### src/rtl/mpy_seq.sv
// Iterative shift-add multiplier producing a 2*WIDTH-bit signed or unsigned product.
// It uses one partial-product step per clock and a start/busy/done handshake.
module mpy_seq #(
    parameter int WIDTH = 32
) (
    input  logic                 clk,
    input  logic                 reset,
    input  logic                 start,
    input  logic                 sgn,
    input  logic [WIDTH-1:0]     a,
    input  logic [WIDTH-1:0]     b,
    output logic [2*WIDTH-1:0]   y,
    output logic                 busy,
    output logic                 done,
    output logic [1:0]           state
);

    // Handshake: start is sampled only while IDLE (busy=0). busy rises on the
    // accepting edge and falls on the result edge. done pulses for one cycle
    // in IDLE, coincident with y updating. busy and done are never high together.

    localparam int CW = (WIDTH > 1) ? $clog2(WIDTH) : 1;

    localparam logic [1:0] IDLE = 2'd0;
    localparam logic [1:0] RUN  = 2'd1;
    localparam logic [1:0] FIX  = 2'd2;

    localparam logic [WIDTH-1:0]   ONE_W   = 1;
    localparam logic [2*WIDTH-1:0] ONE_2W  = 1;
    localparam logic [CW-1:0]      LAST    = CW'(WIDTH - 1);

    logic [2*WIDTH-1:0] mcand;
    logic [2*WIDTH-1:0] acc;
    logic [WIDTH-1:0]   mplier;
    logic [CW-1:0]      cnt;
    logic               neg;

    logic [WIDTH-1:0]   a_mag;
    logic [WIDTH-1:0]   b_mag;

    // The magnitude of the most negative value is 2^(WIDTH-1), which still fits unsigned.
    assign a_mag = (sgn && a[WIDTH-1]) ? (~a + ONE_W) : a;
    assign b_mag = (sgn && b[WIDTH-1]) ? (~b + ONE_W) : b;

    always_ff @(posedge clk or posedge reset) begin
        if (reset) begin
            state  <= IDLE;
            mcand  <= '0;
            acc    <= '0;
            mplier <= '0;
            cnt    <= '0;
            neg    <= 1'b0;
            y      <= '0;
            busy   <= 1'b0;
            done   <= 1'b0;
        end else begin
            done <= 1'b0;
            case (state)
                IDLE: begin
                    if (start) begin
                        mcand  <= {{WIDTH{1'b0}}, a_mag};
                        mplier <= b_mag;
                        neg    <= sgn & (a[WIDTH-1] ^ b[WIDTH-1]);
                        acc    <= '0;
                        cnt    <= '0;
                        busy   <= 1'b1;
                        state  <= RUN;
                    end
                end
                RUN: begin
                    if (mplier[0]) begin
                        acc <= acc + mcand;
                    end
                    mcand  <= mcand << 1;
                    mplier <= mplier >> 1;
                    cnt    <= cnt + 1'b1;
                    if (cnt == LAST) begin
                        state <= FIX;
                    end
                end
                FIX: begin
                    y     <= neg ? (~acc + ONE_2W) : acc;
                    done  <= 1'b1;
                    busy  <= 1'b0;
                    state <= IDLE;
                end
                default: begin
                    state <= IDLE;
                    busy  <= 1'b0;
                end
            endcase
        end
    end

endmodule

### config.mk
export PLATFORM = sky130hd
export DESIGN_NAME = mpy_seq
export DESIGN_NICKNAME = d
export VERILOG_FILES = /design/src/rtl/mpy_seq.sv
export SDC_FILE = /design/constraint.sdc
export NUM_CORES = 1
export LEC_CHECK = 0
export CAP_MARGIN = 20
export CORE_MARGIN = 5
export CORE_UTILIZATION = 39
export DETAILED_ROUTE_END_ITERATION = 10
export PLACE_DENSITY = 0.58
export SYNTH_ARGS = -nofsm -noshare
export SYNTH_HDL_FRONTEND = slang
export SYNTH_SLANG_ARGS = --single-unit
### constraint.sdc
create_clock -name clk -period 13.3 [get_ports clk]
set_input_delay 1.995 -clock clk [delete_from_list [all_inputs] [get_ports clk]]
set_output_delay 1.995 -clock clk [all_outputs]
set_load 0.1 [all_outputs]
======== Word level (Yosys, flattened, before mapping) ========
Cells that the tools add are included.
storage, ports and cells
  word-level logic and storage cells ...... 53
  output and inout bits ................... 68
  bits in registers ....................... 234
operators by class
  bitwise operators ....................... 6
  eq/ne operators ......................... 6
  reductions and logical operators ........ 9
  muxes and demuxes ....................... 18
  add/sub/neg operators ................... 5
operators with widths
  cell                     count
  $mux W64                 4
  $pmux W64 S2             2
  $mux W32                 3
  $add A32 B1 Y32 const B  2
  $add A64 B1 Y64 const B  1
  $add A64 B64 Y64         1
  $not A32 Y32             2
  $not A64 Y64             1
  $pmux W32 S2             1
  $pmux W5 S2              1
  $reduce_and A2 Y1        4
  $ne A2 B2 Y1 const B     3
  $add A5 B1 Y5 const B    1
  $eq A5 B5 Y1 const B     1
  $mux W5                  1
  $mux W2                  2
  $pmux W2 S2              1
  $reduce_and A3 Y1        1
  $eq A2 B1 Y1 const B     1
  $eq A2 B2 Y1 const B     1
  $logic_and A1 B1 Y1      2
  $logic_not A2 Y1         1
  $mux W1                  2
  $pmux W1 S2              1
  other kinds (4)          4

======== Logic depth before layout (Yosys ltp) ========
Gate-level depths: netlist of the first run.
  depth in word-level cells ............... 5
  gate-level depth with buffers ........... 13

======== Least setup slack after synthesis of the first run ========
No wires, ideal clock.
  path kind ............................... input -> register
  start point ............................. input port b[4]
  end point ............................... register mplier[29]
  path slack .............................. 9.291 ns
  required time ........................... 13.167 ns
  stages on the path ...................... 10
  arrival time ............................ 3.875 ns
  setup time .............................. 0.133 ns
  path through ............................ nor3_1 > nand2b_1 > nor4_1 > nand3_1 > o21ai_0 > o21ai_0 > o21bai_1 > a21oi_1 > xor2_1 > o21ai_0
between the ends
  word-level cells in the longest chain between the ends .. 5
RTL lines
  what                  line  RTL
  from (decl)           11    input logic [WIDTH-1:0] b,
  $not A32 Y32          43    assign b_mag = (sgn && b[WIDTH-1]) ? (~b + ONE_W) : b;
  $add A32 B1 Y32       43
  $mux W32              43
  $mux W32              60    if (start) begin
  $pmux W32 S2          58    case (state)
  to (signal assigned)  62    mplier <= b_mag;
  to (signal assigned)  75    mplier <= mplier >> 1;
  to (decl)             34    logic [WIDTH-1:0] mplier;
No other way between the ends. The select of a mux whose other input is x is not followed.
A chain may end at the register's enable or synchronous reset.

======== Worst setup path in the final report of the first run ========
  start point ............................. register state[0]
  end point ............................... output port state[0]
RTL lines
  what                    line  RTL
  from (decl)             15    output logic [1:0] state
  from (signal assigned)  47    state <= IDLE;
  from (signal assigned)  67    state <= RUN;
  from (signal assigned)  78    state <= FIX;
No word-level cell between the ends.

==> results of run 1 <==
==> placed cells by master, fill, tap and decap left out, types with 8 or more instances in the layout <==
cell type / instances
or4_1: 11
or3_1: 20
o22ai_1: 13
inv_1: 31
nand2b_1: 10
nand3_1: 20
o21ai_0: 246
nor4_1: 16
xnor2_1: 67
xor2_1: 109
dfrtp_1: 233
a22o_1: 35
nor2_1: 70
nand4_1: 20
clkbuf_16: 27
ha_1: 68
o41ai_1: 10
o21bai_1: 12
a21o_1: 48
a21oi_1: 94
and3_1: 8
buf_4: 10
nor2b_1: 8
nor3_1: 20
o31ai_1: 37
nand2_1: 225
a22oi_1: 54
a31oi_1: 14
clkdlybuf4s50_1: 135
==> cell type report <==
type / count / area share [%]
sequential: 234 / 33.4
tap: 511 / 3.65
inverter: 32 / 0.728
timing repair buffer: 145 / 8.13
multi-input combinational: 1340 / 49.1
clock buffer: 40 / 4.47
clock inverter: 6 / 0.478
==> kinds of logic after synthesis <==
logic type | after synthesis
adders and majority gates | 69
muxes | 3
xor gates and xnor gates | 176
AOI/OAI and AO/OA | 629
DFF | 234
buffers and inverters | 120
and+or+nand+nor | 463
==> worst min path at each step <==
stage,start,to,slack [ns],cells after the start
floorplan,mplier[31]$_DFFE_PP0P_,mplier[31]$_DFFE_PP0P_,0.44,2
global route,y[41]$_DFFE_PP0P_,y[41]$_DFFE_PP0P_,0.49,2
CTS,mplier[31]$_DFFE_PP0P_,mplier[31]$_DFFE_PP0P_,0.48,2
global placement,mplier[31]$_DFFE_PP0P_,mplier[31]$_DFFE_PP0P_,0.46,2
finish,mplier[31]$_DFFE_PP0P_,mplier[31]$_DFFE_PP0P_,0.47,2
detailed placement,mplier[31]$_DFFE_PP0P_,mplier[31]$_DFFE_PP0P_,0.47,2
==> per-stage QoR <==
step,total power [W],area [sq um],cells,hold slack (ns)
after floorplan,0.00303,14900,1694,0.439
after global placement,0.00365,16700,2262,0.458
after detailed placement,0.00367,16700,2262,0.468
after global routing,0.00473,17500,2308,0.493
after CTS,0.00443,17500,2308,0.480
final,0.00441,17500,2308,0.470
==> routing by layer <==
layer / share of wire [%] / wire length (microns)
met1: 50 / 21000
met2: 42 / 17500
met3: 5.3 / 2200
met4: 2.6 / 1090
met5: 0 / 0
==> flip-flops by register name, indices dropped and copies added (netlist names), 2 cells and up <==
register / count
acc: 64
cnt: 5
mcand: 64
mplier: 32
state: 2
y: 64
==> where the power goes <==
part           internal (W)  total, W  switching, W
Sequential         0.000989   0.00131      0.000326
Clock              0.000442  0.000740      0.000298
Combinational      0.000803   0.00235       0.00155
==> summary.txt, run 1 <==
WP buf/inv: 1
Initial antenna violation count: 0
Worst slew pin tran: 1.05 ns
Main synth FF type: dfrtp_1
Post-DP HPWL: 30600 microns
# setup viols final: 0
Most frequent cell after synthesis: o21ai_0
Post-synth ARST share: 100%
Mux contribution to synthesized area: 0.210%
Die area: 42200 sq um
Nets@finish: 1917
CP cell instances: clkdlybuf4s50_1
Path type of the worst setup path: reg2out
Remaining Overflow, GRT: 0
Clock transition at path regs: 0.06 ns
Drt pass-1 iters: 5
Clk_lat worst skew: 0.55 ns
Worst Hold Class: reg2reg
Number of hold buffers added after cts: 0
Fin crit period: 4.50 ns
Fin util: 46.6%
Area grow syn2layout: 17.8%
Crit-path max cell delay: 1.26 ns
WL per Instance: 18.1 microns
VDD IR-drop max: 0.000112 V
Placeable Area: 37700 sq um
Proportion of layout cells with a drive suffix above 1: 4.45%
Sequential area share after synthesis: 39.3%
CP Launch Type: flop
Clock Root Buffer: clkbuf_16
CTS Buf Count: 27
Top cells by area, synth: dfrtp_1 (39%), o21ai_0 (8.3%), xor2_1 (6.4%)
Placer congestion estimate: 0.874
Maximum clock path buffer count: 3
Combinational family with the most area after synthesis: compound AO/OA/AOI/OAI gates
Max Slew Vio Count: 0
Number of DRC markers in iteration 0: 943
Delay-heaviest family, CP: buffers and inverters
Reg2Reg Depth: 9
Slew margin rel.: 29.8%
Critical path arrival: 2.51 ns
Post-Syn Area: 14900 sq um
Adder-cell share of the synthesized area: 5.85%
CP required: 11.31 ns
Reg2reg start: acc[2]$_DFFE_PP0P_
Crit path from: state[0]$_DFFE_PP0P_
Port Buf Inserts: 135
Clk sinks: 234
Crit. End Element: primary output
DRC viols: 0
EDFF count, synth: 0
N_diodes: 0
CP max stage cell: clkdlybuf4s50_1
Synth Area in XOR/XNOR: 10.4%
Global-route met2 utilization: 29.3%
Syn Inst Count: 1694
Yosys top cell area share: 39.3%
Setup TNS Final: 0 ns
RSZ-0062 raised after global routing: no
Layer carrying the most global-route usage: met1
Core Rows: 71
Largest net degree at the start of global routing: 104
WL final: 41800 microns
Starting Density: 39.5%
Synth Area in Simple Gates: 14.6%
Reg area: 5860 sq um
First-pass GRT wire length: 68100 microns
Power Density: 251 nW/um^2
DRT antenna net count: 0
Resized Gates After CTS: 0
Via-to-Cell Ratio: 5.62
Vias in the first global route: 12600
GRT Util Overall: 19.6%
Synth Area in Compound Gates: 26.6%
Tcrit/Tclk final: 33.8%
Post-CTS setup buffer count: 0
Yosys Warn Count: 0
Pleak: 7.59 nW
Count of different cell masters after synthesis: 69
Vias: 13000
Cell taking the most area after synthesis: dfrtp_1
Final clock skew: 0.0147 ns
GR Util met3: 2.63%
Multi-input gate area in the final layout: 8620 sq um
Status: complete, no violations
Logic depth of the worst setup path including buffers: 1
CP Capture Point: state[0]
I/O pins: 136
CTS tree: yes
Max Freq: 0.222 GHz
Critical path peak fanout: 15
Die H: 205 microns
Setup WS pre-CTS: 8.39 ns
Fin. Hold Viols: 0
Mean Syn Cell Area: 8.79 sq um
# fillers: 3745
GR Util met1: 29.7%
H-tree depth: 1
Most frequent cells after synthesis: o21ai_0 (248), dfrtp_1 (234), nand2_1 (226)
Die width: 205 microns
Max cap viols: 0
Reg-to-reg endpoint: y[63]$_DFFE_PP0P_
R2r setup slk: 8.84 ns
Syn_nets: 1831
Setup WS post-layout: 8.80 ns
Flop and latch count out of synthesis: 234
Power figures use the tool's default switching activity.
==> inputs of run 2 (changes only) <==
Clock period 13.3 ns to 4.2 ns, I/O delays scaled along.
==> run 2 against run 1 <==
Worst hold slack got worse by 0.075 ns. Die area unchanged. Utilization rose by 0.62 points. Clock skew grew 0.012 ns. Critical path depth is 11 higher. Cell count grew 0.56%. Setup slack worse by 8.5 ns. Clock power rose to 3.5 times the previous value. Final area grew 1.3%. Sequential share of layout area is 0.44 points lower. Non-clock buffer count is 12 higher.
==> summary.txt, run 2 (synthesized netlist as in run 1, its figures left out) <==
Pwr Total: 0.0143 W (+220%)
Max cap viols: 0 (unchanged)
Proportion of layout cells with a drive suffix above 1: 5.47% (+1.0 points)
Most frequent cells in the layout: o21ai_0 (246), dfrtp_1 (233), nand2_1 (225), clkdlybuf4s50_1 (135), xor2_1 (109)
Fin. Hold Viols: 0 (unchanged)
CP cell instances: inv_1 -> ha_1 -> or3b_2 -> nor4_4 -> nand4_1 -> or4_4 -> or3_4 -> or3_4 -> or4_4 -> o21ai_2 -> xor2_1 -> o21ai_1
H-tree depth: 1 (unchanged)
Placer congestion estimate: 0.910 (+4.1%)
Nets@finish: 1929 (+0.63%)
DRT antenna net count: 0 (unchanged)
Critical path peak fanout: 6 (-9)
Number of hold buffers added after cts: 0 (unchanged)
Vias in the first global route: 12800 (+1.4%)
Critical path arrival: 4.31 ns (+1.80 ns)
Setup TNS Final: 0 ns (unchanged)
WP buf/inv: 1 (unchanged)
Layout Cells excl Fill: 2321 (+0.56%)
Number of DRC markers in iteration 0: 1035 (+9.8%)
Most common cell after layout, fill and taps aside: o21ai_0
Clock network power share: 18.0% (+1.2 points)
Clock Root Buffer: clkbuf_16
Internal Power: 0.00733 W (+230%)
CP max stage cell: or4_4
Max Freq: 0.255 GHz
Remaining Overflow, GRT: 0 (unchanged)
Maximum clock path buffer count: 3 (unchanged)
DRC viols: 0 (unchanged)
Largest net degree at the start of global routing: 122 (+17%)
Largest regs: acc: 64 flops, mcand: 64 flops, y: 64 flops
Area grow syn2layout: 19.4%
CTS tree: yes
Drt pass-1 iters: 5 (unchanged)
Die area: 42200 sq um (unchanged)
Die width: 205 microns (unchanged)
Slew margin rel.: 27.0% (-2.8 points)
R2r setup slk: 0.28 ns (-8.56 ns)
Part of the power in registers: 29.3% (-0.5 points)
Die H: 205 microns (unchanged)
WL per Instance: 18.4 microns (+1.7%)
Crit. End Element: flop
Worst Hold Class: in2async
GRT Util Overall: 20.1% (+0.49 points)
Vias: 13000 (+0.19%)
RSZ-0062 raised after global routing: no
P_sw: 0.00699 W (+220%)
Max Slew Vio Count: 0 (unchanged)
Worst slew pin tran: 1.09 ns (+0.0457 ns)
Path type of the worst setup path: reg2reg
Clk_lat worst skew: 0.56 ns (about the same)
Fin crit period: 3.92 ns
Initial antenna violation count: 0 (unchanged)
I/O pins: 136 (unchanged)
Switching share of total power: 48.8% (-0.47 points)
N_diodes: 0 (unchanged)
Pleak: 7.70 nW (+1.4%)
Post-DP HPWL: 31700 microns (+3.7%)
Delay-heaviest family, CP: simple AND/OR/NAND/NOR gates
# setup viols final: 0 (unchanged)
CP Launch Type: flop
Port Buf Inserts: 135 (unchanged)
Placed cell count: 2274 (+0.53%)
First-pass GRT wire length: 69700 microns (+2.4%)
Part of the power in combinational logic: 52.7% (-0.7 points)
Tcrit/Tclk final: 93.3%
Via-to-Cell Ratio: 5.60 (-0.37%)
Status: complete, no violations
Final hold slack: 0.395 ns (-0.0751 ns)
Final clock skew: 0.0265 ns (+0.0118 ns)
Core Rows: 71 (unchanged)
CP required: 4.59 ns (-6.72 ns)
Crit-path max cell delay: 0.53 ns (-0.73 ns)
CTS Buf Count: 27 (unchanged)
Starting Density: 39.5% (unchanged)
WL final: 42700 microns (+2.3%)
Placeable Area: 37700 sq um (unchanged)
Clock transition at path regs: 0.07 ns (about the same)
VDD IR-drop max: 0.000399 V (+260%)
Clk sinks: 234 (unchanged)
Power Density: 805 nW/um^2 (+220%)
run 2: changes by cell type in the layout (fill, tap and decap cells not counted), sizes merged:
cell,change
inv,-1
clkinv,+1
clkinvlp,+4
clkbuf,-6
buf,+12
bufinv,+3
run 2: repair_timing:
| action | 4_1_cts | 5_1_grt |
|---|---|---|
| setup endpoints to repair | 0 | 1 |
| buffers inserted | 0 | 0 |
| resized for setup | 0 | 1 |
run 2: final timing paths:
kind | start | end | depth (start not counted)
min | reset | acc[19]$_DFFE_PP0P_ | 2
max in group asynchronous | reset | mcand[54]$_DFFE_PP0P_ | 3
min reg2reg | y[26]$_DFFE_PP0P_ | y[26]$_DFFE_PP0P_ | 2
max reg2reg | acc[1]$_DFFE_PP0P_ | y[60]$_DFFE_PP0P_ | 12
max | acc[1]$_DFFE_PP0P_ | y[60]$_DFFE_PP0P_ | 12
min in group clk | y[26]$_DFFE_PP0P_ | y[26]$_DFFE_PP0P_ | 2
run 2: metal layers:
layer / part of all wire (%) / global-route usage, % / vias up
met5: 0 / 0 / -
met4: 2.2 / 4.83 / 0
met3: 4.9 / 2.93 / 61
met2: 43 / 30.7 / 304
met1: 50 / 30.2 / 6224
li1: - / - / 6410
run 2: power by group through the flow:
stage	clock network, W	registers [W]	logic, W
6_report	0.00257	0.00420	0.00754
5_1_grt	0.00271	0.00434	0.00828
4_1_cts	0.00263	0.00418	0.00755
3_5_place_dp	0	0.00421	0.00753
3_3_place_gp	0	0.00419	0.00743
2_1_floorplan	0	0.00539	0.00422
run 2: worst reg2reg max path, stage by stage, from the launching register on:
cell and delay, ns:
dfrtp_1 0.43, inv_1 0.12, ha_1 0.17, or3b_2 0.51
nor4_4 0.19, nand4_1 0.23, or4_4 0.53, or3_4 0.37
or3_4 0.36, or4_4 0.45, o21ai_2 0.15, xor2_1 0.17
o21ai_1 0.08
run 2: metrics by stage:
step / setup slack, ns / cell area (sq um) / utilization (%)
5_1_grt: 0.0389 / 17800 / 47.2
2_1_floorplan: 0.506 / 14900 / -
6_report: 0.283 / 17800 / 47.2
3_3_place_gp: 0.286 / 16800 / 44.5
4_1_cts: 0.227 / 17800 / 47.2
3_5_place_dp: 0.239 / 16800 / 44.6
run 2: layout make-up:
cell class | count | area, sq um
clock buffer | 34 | 762
clock inverter | 13 | 201
fill | 3690 | 19900
inverter | 32 | 124
multi-input combinational | 1340 | 8630
sequential | 234 | 5860
tap | 511 | 639
timing repair buffer | 157 | 1560
